**config.mk**
```make
export PLATFORM = sky130hd
export DESIGN_NAME = sync_fifo
export DESIGN_NICKNAME = d
export VERILOG_FILES = /design/src/rtl/sync_fifo.sv
export SDC_FILE = /design/constraint.sdc
export NUM_CORES = 1
export LEC_CHECK = 0
export CORE_MARGIN = 1.5
export CORE_UTILIZATION = 25
export DETAILED_ROUTE_END_ITERATION = 7
export GPL_TIMING_DRIVEN = 0
export PLACE_DENSITY_LB_ADDON = 0.08
export SYNTH_ARGS = -nofsm -noshare
export SYNTH_HDL_FRONTEND = slang
export SYNTH_SLANG_ARGS = --single-unit
```
**constraint.sdc**
```tcl
create_clock -name clk -period 3.25 [get_ports clk]
set_clock_uncertainty 0.05 [all_clocks]
set_input_delay 0.65 -clock clk [delete_from_list [all_inputs] [get_ports clk]]
set_output_delay 0.65 -clock clk [all_outputs]
set_load 0.005 [all_outputs]
```
**src/rtl/sync_fifo.sv**
```systemverilog
// ============================================================================
//  Module   : sync_fifo
//  Brief    : Single-clock FIFO with occupancy count, almost-full/empty flags,
//             overflow/underflow pulses. Define SYNC_FIFO_FWFT_EN for
//             first-word-fall-through reads; otherwise reads are registered.
//  Revision : 1.0
// ============================================================================
`default_nettype none

module sync_fifo #(
  parameter int data_width = 8,
  parameter int fifo_depth = 32,
  parameter int addr_width = $clog2(fifo_depth),
  parameter int af_thresh  = fifo_depth - 2,
  parameter int ae_thresh  = 2
) (
  input  logic                  clk,
  input  logic                  rst_n,
  input  logic                  wr_en,
  input  logic [data_width-1:0] din,
  input  logic                  rd_en,
  output logic [data_width-1:0] dout,
  output logic                  full,
  output logic                  empty,
  output logic                  almost_full,
  output logic                  almost_empty,
  output logic [addr_width:0]   count,
  output logic                  overflow,
  output logic                  underflow
);

  localparam logic [addr_width:0]   c_depth  = (addr_width+1)'(fifo_depth);
  localparam logic [addr_width:0]   c_af     = (addr_width+1)'(af_thresh);
  localparam logic [addr_width:0]   c_ae     = (addr_width+1)'(ae_thresh);
  localparam logic [addr_width:0]   c_one    = (addr_width+1)'(1);
  localparam logic [addr_width-1:0] c_ptr_one = addr_width'(1);

  logic [data_width-1:0] r_mem [fifo_depth];
  logic [addr_width-1:0] r_wr_ptr;
  logic [addr_width-1:0] r_rd_ptr;
  logic [addr_width:0]   r_count;
  logic                  r_overflow;
  logic                  r_underflow;

  logic w_full;
  logic w_empty;
  logic w_wr_acc;
  logic w_rd_acc;

  // Flags decode only the count register, never the request inputs.
  assign w_full   = (r_count == c_depth);
  assign w_empty  = (r_count == '0);
  assign w_wr_acc = wr_en & ~w_full;
  assign w_rd_acc = rd_en & ~w_empty;

  assign full         = w_full;
  assign empty        = w_empty;
  assign almost_full  = (r_count >= c_af);
  assign almost_empty = (r_count <= c_ae);
  assign count        = r_count;
  assign overflow     = r_overflow;
  assign underflow    = r_underflow;

  always_ff @(posedge clk or negedge rst_n) begin
    if (!rst_n) begin
      r_wr_ptr    <= '0;
      r_rd_ptr    <= '0;
      r_count     <= '0;
      r_overflow  <= 1'b0;
      r_underflow <= 1'b0;
    end else begin
      r_overflow  <= wr_en & w_full;
      r_underflow <= rd_en & w_empty;
      if (w_wr_acc) r_wr_ptr <= r_wr_ptr + c_ptr_one;
      if (w_rd_acc) r_rd_ptr <= r_rd_ptr + c_ptr_one;
      unique case ({w_wr_acc, w_rd_acc})
        2'b10:   r_count <= r_count + c_one;
        2'b01:   r_count <= r_count - c_one;
        default: r_count <= r_count;
      endcase
    end
  end

  // Storage is deliberately left out of reset.
  always_ff @(posedge clk) begin
    if (w_wr_acc) r_mem[r_wr_ptr] <= din;
  end

`ifdef SYNC_FIFO_FWFT_EN
  assign dout = r_mem[r_rd_ptr];
`else
  logic [data_width-1:0] r_dout;

  always_ff @(posedge clk or negedge rst_n) begin
    if (!rst_n) begin
      r_dout <= '0;
    end else if (w_rd_acc) begin
      r_dout <= r_mem[r_rd_ptr];
    end
  end

  assign dout = r_dout;
`endif

endmodule

`default_nettype wire

```
Word-level counts from Yosys, hierarchy flattened
Memories as Yosys holds them, arrays and structs flattened. A register that Yosys moved wholly into a read port is not among the register bits.
Index checks and enable logic that the tools add are counted.
{"block": "word_totals", "register_bits": 18, "ramBits": 256, "input_bits": 12, "output_inout_bits": 20, "wordCells": 27, "memories": 1}
{"block": "classes", "addsub": 4, "magnitude_cmp": 2, "eq_ne": 3, "n_mux": 3, "n_bitwise": 6, "n_reduce_logical": 3}
{"name": "r_mem", "depth": 32, "word_bits": 8, "read_ports": 1, "rd_ports_with_merged_regs": 1, "wr": 1, "line_no": "38", "source": "logic [data_width-1:0] r_mem [fifo_depth];"}
{"operator": "case mux 6 bit (2 select lines)", "n": 1}
{"operator": "adder 5 x 1 -> 5 bit (second input constant)", "n": 2}
{"operator": "adder 6 x 1 -> 6 bit (second input constant)", "n": 1}
{"operator": "== test 6 bit (second input constant)", "n": 1}
{"operator": "greater-or-equal comparator 6 x 5 -> 1 bit (second input constant)", "n": 1}
{"operator": "less-or-equal comparator 6 x 2 -> 1 bit (second input constant)", "n": 1}
{"operator": "logical NOT 6 bit", "n": 1}
{"operator": "subtractor 6 x 1 -> 6 bit (second input constant)", "n": 1}
{"operator": "AND 1 bit", "n": 4}
{"operator": "== test 2 x 1 -> 1 bit (second input constant)", "n": 1}
{"operator": "== test 2 bit (second input constant)", "n": 1}
{"operator": "2-to-1 mux 1 bit", "n": 2}
{"operator": "inverter 1 bit", "n": 2}
{"operator": "nonzero test 2 bit", "n": 1}
{"operator": "logical NOT 1 bit", "n": 1}

Logic depth before layout (Yosys ltp)
{"block": "depth", "ltp_word": 5, "depth_mapped": 15, "mapped_depth_nobuf": 12}

Worst setup path before layout
Ideal clock, no wire load.
{"block": "synth_path", "kind": "reg-to-reg", "start": "register r_count[2] (netlist: count[2])", "end": "register r_count[4] (netlist: count[4])", "setup_ps": 79, "arrival_ps": 2887, "required_time_ps": 3121, "path_slack_ps": 233, "path_stages_with_launch": 16, "path_buffers": 3, "period_less_slack_ps": 3017, "path_cell_list": "dfrtp_1 buf_6 or4_4 nor3_2 nand2b_1 buf_6 inv_4 ha_1 clkbuf_1 xor2_1 ha_1 nand2b_1 a21oi_1 a21oi_1 a21oi_1 xor2_1"}
{"block": "synth_between", "elab_chain_len": 5, "word_cells_on_any_way": 12, "cone_classes": "2 x add/sub; 3 x eq/ne; 1 x mux; 4 x bitwise; 2 x reduce/logical"}
{"item": "start: declaration", "line_no": "41", "source": "logic [addr_width:0] r_count;"}
{"item": "start signal: assignment", "line_no": "77", "source": "2'b10: r_count <= r_count + c_one;"}
{"item": "start signal: assignment", "line_no": "78", "source": "2'b01: r_count <= r_count - c_one;"}
{"item": "start signal: assignment", "line_no": "79", "source": "default: r_count <= r_count;"}
{"item": "logical NOT 6 bit *", "line_no": "52", "source": "assign w_empty = (r_count == '0);"}
{"item": "via empty", "line_no": "24", "source": "output logic empty,"}
{"item": "inverter 1 bit *", "line_no": "54", "source": "assign w_rd_acc = rd_en & ~w_empty;"}
{"item": "AND 1 bit *", "line_no": "54"}
{"item": "via w_rd_acc", "line_no": "48", "source": "logic w_rd_acc;"}
{"item": "== test 2 x 1 -> 1 bit / == test 2 bit (equally long branches)", "line_no": "76", "source": "unique case ({w_wr_acc, w_rd_acc})"}
{"item": "case mux 6 bit (2 select lines) / nonzero test 2 bit (equally long branches)"}
Mark *: on every way through the listed nets, which the timed path passes. The rest lies on a longest branch.
A chain may end at the register's enable or synchronous reset.

Worst setup path after layout
{"block": "layout_path", "start": "register r_count[2] (netlist: count[2])", "end": "register r_count[4] (netlist: count[4])"}
{"block": "layout_between", "elab_chain_len": 5, "word_cells_on_any_way": 12, "cone_classes": "2 x add/sub; 3 x eq/ne; 1 x mux; 4 x bitwise; 2 x reduce/logical"}
{"item": "logical NOT 6 bit *", "line_no": "52"}
{"item": "inverter 1 bit *", "line_no": "54"}
{"item": "AND 1 bit *", "line_no": "54"}
{"item": "via w_rd_acc", "line_no": "48"}
{"item": "== test 2 x 1 -> 1 bit / == test 2 bit (equally long branches)", "line_no": "76"}
{"item": "case mux 6 bit (2 select lines) / nonzero test 2 bit (equally long branches)"}
Marks and branches as above.

==> impl_metrics.env <==
export IMPL_status="finished clean"
export IMPL_postLayoutSetupSlackWorst_ns=0.140
export IMPL_ir_worst_vdd_mv=0.294
export IMPL_drt_iter0_markers=464
export IMPL_crit_type="flop to flop"
export IMPL_drtAntennaViolNets=0
export IMPL_clock_root_buffer="clkbuf_16"
export IMPL_cts_hold_buffers=0
export IMPL_cp_startpoint="count[2]"
export IMPL_p_total_uw=12000
export IMPL_nNetsFinal=736
export IMPL_period_share_pct=95.7
export IMPL_synthCells=650
export IMPL_r2r_cells=14
export IMPL_via_per_inst=4.45
export IMPL_switching_share_pct=31.4
export IMPL_holdWs_ns=0.121
export IMPL_tightestPinTransition_ns=1.25
export IMPL_fin_crit_ns=3.11
export IMPL_power_leakage_uw=0.00452
export IMPL_cpMostUsedCell="a21oi_1"
export IMPL_drc_errors=0
export IMPL_power_frac_comb_pct=30.6
export IMPL_synthArstFlopShare_pct=9.22
export IMPL_p_switching_uw=3760
export IMPL_slew_headroom_pct=16.1
export IMPL_timing_fmax_mhz=322
export IMPL_drive_above_1_share_pct=16.9
export IMPL_required_ns=3.63
export IMPL_setup_tns_ns=0
export IMPL_cpMaxStageDelayCell="or4_4"
export IMPL_syn2layout_area_growth_pct=18.9
export IMPL_hold_viol=0
export IMPL_rrSetupSlack_ns=0.14
export IMPL_portBuffers=31
export IMPL_firstDrtPassIters=6
export IMPL_fin_cells=1338
export IMPL_yosys_warnings=0
export IMPL_grt_pass1_vias=6235
export IMPL_clock_path_buffers=3
export IMPL_syn_cell_area_um2=11400
export IMPL_core_area_um2=45200
export IMPL_ys_flop_type="edfxtp_1"
export IMPL_r2r_end="count[4]"
export IMPL_tritoncts="yes"
export IMPL_dieArea_um2=46900
export IMPL_initial_core_util_pct=25.2
export IMPL_crit_arrival_ns=3.49
export IMPL_grt_antenna_before_repair=0
export IMPL_slowest_delay_ns=0.53
export IMPL_crit_chain="buf_6, or4_4, nor3_2, nand2b_1, buf_6, inv_4, ha_2, xor2_1, ha_1, nand2b_1, a21oi_1, a21oi_1, a21oi_1, xor2_1"
export IMPL_track_usage_pct=12.6
export IMPL_worst_path_max_fanout=11
export IMPL_dp_cells=1281
export IMPL_drv_slew=0
export IMPL_syn_num_nets=670
export IMPL_routabilityCongestion=0.755
export IMPL_clock_sinks=282
export IMPL_ios=32
export IMPL_seq_power_share_pct=37.7
export IMPL_yosysTopAreaCellShare_pct=67.5
export IMPL_cts_buffers=34
export IMPL_clk_pin_slew_ns=0.06
export IMPL_grt_pass1_wl_um=42300
export IMPL_r2r_start="count[2]"
export IMPL_clkPwrFrac_pct=31.7
export IMPL_hold_class="input port to async pin"
export IMPL_drv_cap=0
export IMPL_seq_area_frac_synth_pct=73.2
export IMPL_clk_insertion_delay_late_ns=0.53
export IMPL_ys_top_cells_by_area="edfxtp_1, mux4_2, dfrtp_1"
export IMPL_grt_max_degree=33
export IMPL_pre_cts_ws_ns=-0.214
export IMPL_ys_ff_latch=282
export IMPL_dpl_hpwl_um=19100
export IMPL_synth_cell_types=49
export IMPL_die_x_um=216
export IMPL_htreeDepth=2
export IMPL_grt_overflow=0
export IMPL_end_kind="flop"
export IMPL_dr_total_vias=5956
export IMPL_start_kind="flop"
export IMPL_drt_total_wl_um=28700
export IMPL_intPower_uw=8210
export IMPL_synth_edf_count=256
export IMPL_setup_viol=0
export IMPL_die_h_um=216
export IMPL_power_density_nw_per_um2=884
export IMPL_rows=78
export IMPL_avgSynthCellArea_um2=17.5
export IMPL_rsz0062_at_grt="true"
export IMPL_diodes=0
export IMPL_yosys_area_top_type="edfxtp_1"
export IMPL_wl_per_cell_um=21.5
## metal layers
| layer | GRT usage (%) | vias to the layer above | routed length, µm |
|---|---|---|---|
| li1 | - | 2693 | - |
| met1 | 16.7 | 3114 | 13000 |
| met2 | 20.7 | 110 | 14000 |
| met3 | 2.71 | 39 | 1090 |
| met4 | 3.63 | 0 | 557 |
| met5 | 0 | - | 0 |
## state kept, by name, summed over array words and instances (netlist names)
| register | cells |
|---|---|
| underflow | 1 |
| overflow | 1 |
| r_rd_ptr | 5 |
| r_wr_ptr | 5 |
| dout | 8 |
| r_mem | 256 |
| count | 6 |
## logic make-up (layout without fill, tap and decap cells)
kind of cell             Yosys count  after routing  share of synthesized area, %
XOR/XNOR                          15             15                          1.15
AO/OA/AOI/OAI                     87             87                          5.10
buffers and inverters             42            130                          2.54
flip-flops                       282            282                          73.2
adder cells (fa/ha/maj)            8              8                         0.879
multiplexers                      97             97                          12.1
AND/OR/NAND/NOR                  119            119                          4.99
## layout by cell type, fill, tap and decap left out, drive strengths merged, types with 2 or more instances in the layout
cell type,count
edfxtp,256
mux2i,64
clkbuf,56
nor2,51
nand2,35
mux4,32
buf,28
dfrtp,26
clkdlybuf4s50,24
a21oi,21
o22ai,17
o21ai,15
a31oi,9
xnor2,8
a221oi,8
ha,8
inv,8
clkinv,8
xor2,7
nand3b,7
a221o,7
a22o,7
bufinv,5
nand2b,4
nand4,4
or3b,3
nand3,2
or3,2
and2,2
nor2b,2
nor3,2
## metrics by stage
step,area (µm²),utilization [%]
finish,13500,30.0
global route,13500,30.0
CTS,13500,30.0
detailed placement,12400,27.5
global placement,12500,27.6
floorplan,11400,-
## power by group through the flow
stage / Clock (µW) / Combinational, µW / Sequential [µW]
global route: 4050 / 4000 / 4540
finish: 3800 / 3670 / 4510
CTS: 3920 / 3730 / 4510
floorplan: 0 / 2390 / 4520
global placement: 0 / 3720 / 4570
detailed placement: 0 / 3730 / 4590
## how the worst max path moves through the flow
stage	end	slack [ns]	depth (start not counted)
global route	r_mem[2][6]	-0.13	5
CTS	count[4]	0.02	14
detailed placement	r_mem[18][0]	-0.21	5
floorplan	count[4]	0.23	15
global placement	r_mem[18][1]	-0.11	5
finish	count[4]	0.14	14
## synth_stat cells, types with 8 or more instances
cell type    n
edfxtp_1   256
mux2i_1     64
nor2_1      51
nand2_1     35
mux4_2      29
dfrtp_1     26
a21oi_1     21
o22ai_1     17
clkbuf_1    14
a221oi_1     8
a31oi_1      8
ha_1         8
o21ai_1      8
xnor2_1      8
## critical path: cells and delay by family, from the launching register on
family / cells / cell delay (ns)
flops: 1 / 0.38
simple gates: 4 / 1.01
buf+inv: 3 / 0.38
fa+ha+maj: 2 / 0.48
compound gates: 3 / 0.37
xor+xnor: 2 / 0.34
## cell type report
cell class              count  area [µm²]
fillers                  4419       31600
flip-flops and latches    282        8340
multi-input cells         326        2790
clock buffers              43         906
well taps                 600         751
repair buffers             31         275
plain buffers              34         256
clock inverters            15         203
inverters                   7        28.8
## what timing repair did
action	CTS	global route
gates resized for setup	0	11
pin swaps	0	0
buffers inserted	0	0
setup endpoints to repair	1	109
(Power assumes the default switching activity.)
